<file path="src/rtl/pisa_debug_pkg.sv">
// Shared types for the core step/debug controller.
//   step_state_t : FSM state encoding, also driven out on the LED state port.
//   BURST_W      : width of the burst length / remaining-enable counter.
//   eff_burst    : maps a requested burst length to the number of enables issued.
package pisa_debug_pkg;

    localparam int unsigned BURST_W = 8;

    typedef enum logic [1:0] {
        ST_IDLE  = 2'd0,
        ST_STEP  = 2'd1,
        ST_RUN   = 2'd2,
        ST_BREAK = 2'd3
    } step_state_t;

    // A zero-length burst still issues one enable.
    function automatic logic [BURST_W-1:0] eff_burst(input logic [BURST_W-1:0] len);
        return (len == '0) ? BURST_W'(1) : len;
    endfunction

endpackage

</file>
<file path="src/rtl/button_debouncer.sv">
// Synchronises a raw asynchronous button and debounces it.
//   clk, rst_n : board clock, asynchronous active-low reset
//   raw        : raw button input (asynchronous)
//   level      : synchronised button level
//   press      : one-cycle pulse once the button has been high DEBOUNCE_CYCLES cycles
module button_debouncer #(
    parameter int unsigned DEBOUNCE_CYCLES = 2_000_000,
    parameter int unsigned CNT_W           = $clog2(DEBOUNCE_CYCLES + 1)
) (
    input  logic clk,
    input  logic rst_n,
    input  logic raw,
    output logic level,
    output logic press
);

    localparam logic [CNT_W-1:0] CntMax = CNT_W'(DEBOUNCE_CYCLES);
    localparam logic [CNT_W-1:0] CntArm = CNT_W'(DEBOUNCE_CYCLES - 1);

    logic [1:0]       sync_q, sync_d;
    logic [CNT_W-1:0] cnt_q, cnt_d;
    logic             press_q, press_d;

    assign level = sync_q[1];
    assign press = press_q;

    always_comb begin
        sync_d  = {sync_q[0], raw};
        cnt_d   = cnt_q;
        if (!level) begin
            cnt_d = '0;
        end else if (cnt_q != CntMax) begin
            cnt_d = cnt_q + 1'b1;
        end
        // Registered so the pulse coincides with the first saturated cycle.
        press_d = level && (cnt_q == CntArm);
    end

    always_ff @(posedge clk or negedge rst_n) begin
        if (!rst_n) begin
            sync_q  <= '0;
            cnt_q   <= '0;
            press_q <= 1'b0;
        end else begin
            sync_q  <= sync_d;
            cnt_q   <= cnt_d;
            press_q <= press_d;
        end
    end

endmodule

</file>
<file path="src/rtl/step_controller.sv">
// Clock-enable sequencer for the core: free-run, debounced single/burst step and
// one PC breakpoint, all on the board clock.
//   clk, rst_n  : board clock, asynchronous active-low reset
//   btn_step    : raw step button (asynchronous)
//   run_mode    : raw run switch (asynchronous), 1 = free-run
//   burst_len   : enables per accepted press (0 behaves as 1)
//   bp_enable   : breakpoint enable
//   bp_address  : breakpoint PC
//   pc          : current core PC
//   core_ce     : core clock enable
//   halted      : high in IDLE and BREAK
//   state       : current FSM state for LEDs
//   step_count  : total enables issued, wrapping
module step_controller
    import pisa_debug_pkg::*;
#(
    parameter int unsigned DEBOUNCE_CYCLES = 2_000_000,
    parameter int unsigned CNT_W           = $clog2(DEBOUNCE_CYCLES + 1)
) (
    input  logic               clk,
    input  logic               rst_n,
    input  logic               btn_step,
    input  logic               run_mode,
    input  logic [BURST_W-1:0] burst_len,
    input  logic               bp_enable,
    input  logic [31:0]        bp_address,
    input  logic [31:0]        pc,
    output logic               core_ce,
    output logic               halted,
    output logic [1:0]         state,
    output logic [31:0]        step_count
);

    step_state_t        state_q, state_d;
    logic [BURST_W-1:0] remaining_q, remaining_d;
    logic [31:0]        step_count_q, step_count_d;
    logic [1:0]         run_sync_q, run_sync_d;
    logic               run_s;
    logic               btn_level;
    logic               btn_press;
    logic               press;
    logic               bp_hit;

    button_debouncer #(
        .DEBOUNCE_CYCLES (DEBOUNCE_CYCLES),
        .CNT_W           (CNT_W)
    ) u_btn (
        .clk   (clk),
        .rst_n (rst_n),
        .raw   (btn_step),
        .level (btn_level),
        .press (btn_press)
    );

    // Drop a press whose button already let go in the pulse cycle.
    assign press  = btn_press && btn_level;
    assign run_s  = run_sync_q[1];
    assign bp_hit = bp_enable && (pc == bp_address);

    always_comb begin
        state_d      = state_q;
        remaining_d  = remaining_q;
        core_ce      = 1'b0;
        run_sync_d   = {run_sync_q[0], run_mode};
        unique case (state_q)
            ST_IDLE: begin
                if (run_s) begin
                    state_d = ST_RUN;
                end else if (press) begin
                    state_d     = ST_STEP;
                    remaining_d = eff_burst(burst_len);
                end
            end
            ST_STEP: begin
                core_ce     = 1'b1;
                remaining_d = remaining_q - 1'b1;
                if (remaining_q <= BURST_W'(1)) begin
                    state_d = ST_IDLE;
                end
            end
            ST_RUN: begin
                // Combinational stop: the breakpoint instruction never executes.
                core_ce = !bp_hit;
                if (!run_s) begin
                    state_d = ST_IDLE;
                end else if (bp_hit) begin
                    state_d = ST_BREAK;
                end
            end
            ST_BREAK: begin
                if (!run_s) begin
                    state_d = ST_IDLE;
                end else if (press) begin
                    state_d     = ST_STEP;
                    remaining_d = eff_burst(burst_len);
                end
            end
            default: state_d = ST_IDLE;
        endcase
        step_count_d = step_count_q + 32'(core_ce);
    end

    always_ff @(posedge clk or negedge rst_n) begin
        if (!rst_n) begin
            state_q      <= ST_IDLE;
            remaining_q  <= '0;
            step_count_q <= '0;
            run_sync_q   <= '0;
        end else begin
            state_q      <= state_d;
            remaining_q  <= remaining_d;
            step_count_q <= step_count_d;
            run_sync_q   <= run_sync_d;
        end
    end

    assign halted     = (state_q == ST_IDLE) || (state_q == ST_BREAK);
    assign state      = state_q;
    assign step_count = step_count_q;

endmodule

</file>
<file path="config.mk">
export PLATFORM = sky130hd
export DESIGN_NAME = step_controller
export DESIGN_NICKNAME = d
export VERILOG_FILES = /design/src/rtl/pisa_debug_pkg.sv /design/src/rtl/button_debouncer.sv /design/src/rtl/step_controller.sv
export SDC_FILE = /design/constraint.sdc
export NUM_CORES = 1
export LEC_CHECK = 0
export BUFFER_PORTS_ARGS = -buffer_cell sky130_fd_sc_hd__clkbuf_2
export CAP_MARGIN = 20
export CORE_AREA = 2 2 85 87
export DETAILED_ROUTE_END_ITERATION = 7
export DIE_AREA = 0 0 87 89
export PLACE_DENSITY = 0.85
export SLEW_MARGIN = 20
export SYNTH_ARGS = -nofsm -noshare
export SYNTH_HDL_FRONTEND = slang
export SYNTH_SLANG_ARGS = --single-unit
</file>
<file path="constraint.sdc">
create_clock -name clk -period 3.9 [get_ports clk]
set_input_delay 0.195 -clock clk [delete_from_list [all_inputs] [get_ports clk]]
set_output_delay 0.195 -clock clk [all_outputs]
set_load 0.005 [all_outputs]
</file>
==> results.ini <==
[yosys]
synthTopCellsByArea = dfrtp_1 (45%), xnor2_1 (14%), xor2_1 (4.0%)
ys_seq_area_share_pct = 45.23
synth_nets = 460
async_flop_share_pct = 100.0
yosys.cell_types.count = 44
yosysWarnings = 0
synth_top_area_cell = dfrtp_1
yosysTopAreaCellShare_pct = 45.23
avgSynthCellArea_um2 = 10.09
synth_edf_count = 0
synth_area_um2 = 3762
synth_ff_type = dfrtp_1
ys_seq_elements = 68
syn_inst = 373

[power_and_ir_drop]
clkPwrFrac_pct = 29.3
powerDensity_nw_per_um2 = 442.9
p_leak_uw = 0.002185
combPwrFrac_pct = 26.6
p_int_uw = 1364
p_switching_uw = 692.5
power.total_uw = 2057
irDropWorstVdd_mv = 0.2701
seq_power_share_pct = 44.1
sw_frac_of_total_pct = 33.67

[status]
status = complete, no violations

[cts]
cts_root_buf = clkbuf_8
numCtsBuffers = 9
clock_latency_ps = 350
cts_tree = yes
clkTransAtPathRegs_ps = 90
clockBufferDepth = 2
htreeDepth = 3
cts_sinks = 68

[worst_setup_path]
crit_path_end_kind = flip-flop
crit_type = flip-flop to flip-flop
cp_data_arrival_time_ps = 3060
cp_max_fo = 13
cp.required_ps = 4140
crit_path_start_kind = flip-flop

[sta]
setup_tns_ps = 0
hold_viol = 0
setup_ws_ps = 1083
fmax_ghz = 0.3550
slew_violations = 0
relSlewSlack_pct = 60.43
setup_violations = 0
rsz0062_at_grt = no
worst_pin_slew_ps = 593.6
fin_crit_sh_pct = 72.23
finalClockSkew_ps = 12.58
post-route-min-period_ps = 2817

[routing]
drc = 0
vias = 3121
drtIter0Drc = 146
wl_mm = 8.008
vias_per_cell = 5.400
wl_per_cell_um = 13.85
first_pass_iters = 5
antenna_left = 0

[run]
cap_violations = 0

[finish]
drive_gt1_share_pct = 27.91
final_cell_mix = clkbuf_2 (111), dfrtp_1 (68), xnor2_1 (61)
final_common_cell = clkbuf_2
finalNonFillerCells = 578
area_delta_synth_final_pct = 23.41
final_nets = 580
antenna_cells = 0

[floorplanning]
io_pins = 113
core_um2 = 6719
initial_core_util_pct = 56.00
chipHeight_um = 89
fp.dieW_um = 87
dieArea_um2 = 7743
rows = 30

[global_route]
grt_pass1_vias = 3098
grt_first_pass_wirelength_mm = 13.61
antenna_found_initial = 0
globalRouteTotalUtil_pct = 22.01
grt_overflow = 0
grt_max_degree = 47

[place]
pre_cts_slack_ps = 1117
hpwlAfterDp_mm = 5.915
port_buffers = 112
gp_congestion = 0.9021
dp_cells = 559

[hold_path]
hold_path.class = input pin to flip-flop

Yosys cell counts (3+ instances only):
master	n
nor3b_1	5
or2_2	5
nand4_1	17
clkbuf_1	6
nor2_1	9
o22ai_1	6
a21boi_0	3
o21ai_0	13
a21oi_1	8
o211ai_1	3
ha_1	10
a31oi_1	3
xnor2_1	61
nor4_1	8
nor3_1	11
or3_1	3
dfrtp_1	68
nand3_1	21
nor2b_1	3
nand2b_1	3
xor2_1	17
nand2_1	29
and2_1	18
and4_1	6
inv_1	12
and3_1	5
layer usage:
metal  vias to the layer above  wire length (um)  track usage [%]
li1                       1551                 -                -
met5                         -                 0                0
met2                        76              4219            38.65
met1                      1486              3341            26.74
met3                         8               356            4.617
met4                         0                91            8.239
metrics by stage:
step           hold WS (ps)  area, um^2  util, %
4_1_cts               48.13        4631    68.92
5_1_grt               139.0        4643    69.11
3_3_place_gp          303.7        4403    65.53
3_5_place_dp          305.1        4403    65.53
6_report              133.8        4643    69.11
2_1_floorplan        -100.6        3762        -
layout make-up:
cell class / instances / area [um^2]
sequential: 68 / 1702
multi-input combinational: 286 / 1988
timing repair buffer: 116 / 600.6
clock inverter: 7 / 83.83
clock buffer: 9 / 123.9
inverter: 12 / 45.04
tap: 80 / 100.1
fill: 505 / 2076
worst max-delay path, stage by stage (launching register included):
cell and delay, ps:
dfrtp_1 450, inv_1 120, ha_1 480, o21a_1 230
ha_1 160, ha_1 240, nand4_1 230, nor3_1 450
nand3_1 180, xnor2_1 160
sequential cells by signal (all words and copies together) (netlist names):
register and count:
u_btn.sync_q 2, remaining_q 8, run_sync_q 2, u_btn.press 1, step_count 32, state 2, u_btn.cnt_q 21
worst paths after layout:
kind	from	end	slack, ps	depth (start not counted)
worst max-delay path	state[1]$_DFFE_PN0P_	step_count[30]$_DFF_PN0_	1080	9
worst min-delay path	burst_len[1]	remaining_q[1]$_DFFE_PN0P_	130	3
worst max register to register	state[1]$_DFFE_PN0P_	step_count[30]$_DFF_PN0_	1080	9
worst min register to register	u_btn.sync_q[0]$_DFF_PN0_	u_btn.sync_q[1]$_DFF_PN0_	360	0
max in group asynchronous	rst_n	u_btn.cnt_q[10]$_DFFE_PN0P_	2790	3
min in group asynchronous	rst_n	remaining_q[3]$_DFFE_PN0P_	380	2
kinds of logic after synthesis:
| group | after synthesis | synth area share [%] |
|---|---|---|
| DFF | 68 | 45.23 |
| muxes | 1 | 0.2661 |
| xor gates and xnor gates | 78 | 18.16 |
| adders and majority gates | 10 | 3.326 |
| AOI/OAI and AO/OA | 46 | 8.214 |
| buffers and inverters | 19 | 1.929 |
| and+or+nand+nor | 151 | 22.88 |
power by group through the flow:
| stage | Combinational, uW | Sequential, uW | Clock, uW |
|---|---|---|---|
| after floorplan | 357 | 893 | 0 |
| after global placement | 523 | 912 | 0 |
| after detailed placement | 543 | 921 | 0 |
| after CTS | 548 | 906 | 612 |
| after global routing | 618 | 921 | 637 |
| final | 547 | 908 | 602 |
what timing repair did:
action                                 4_1_cts  5_1_grt
resized for setup                            0        0
hold buffers                                 2        1
endpoints found under the hold margin        2       45
buffers inserted                             0        0
Power figures use the tool's default switching activity.
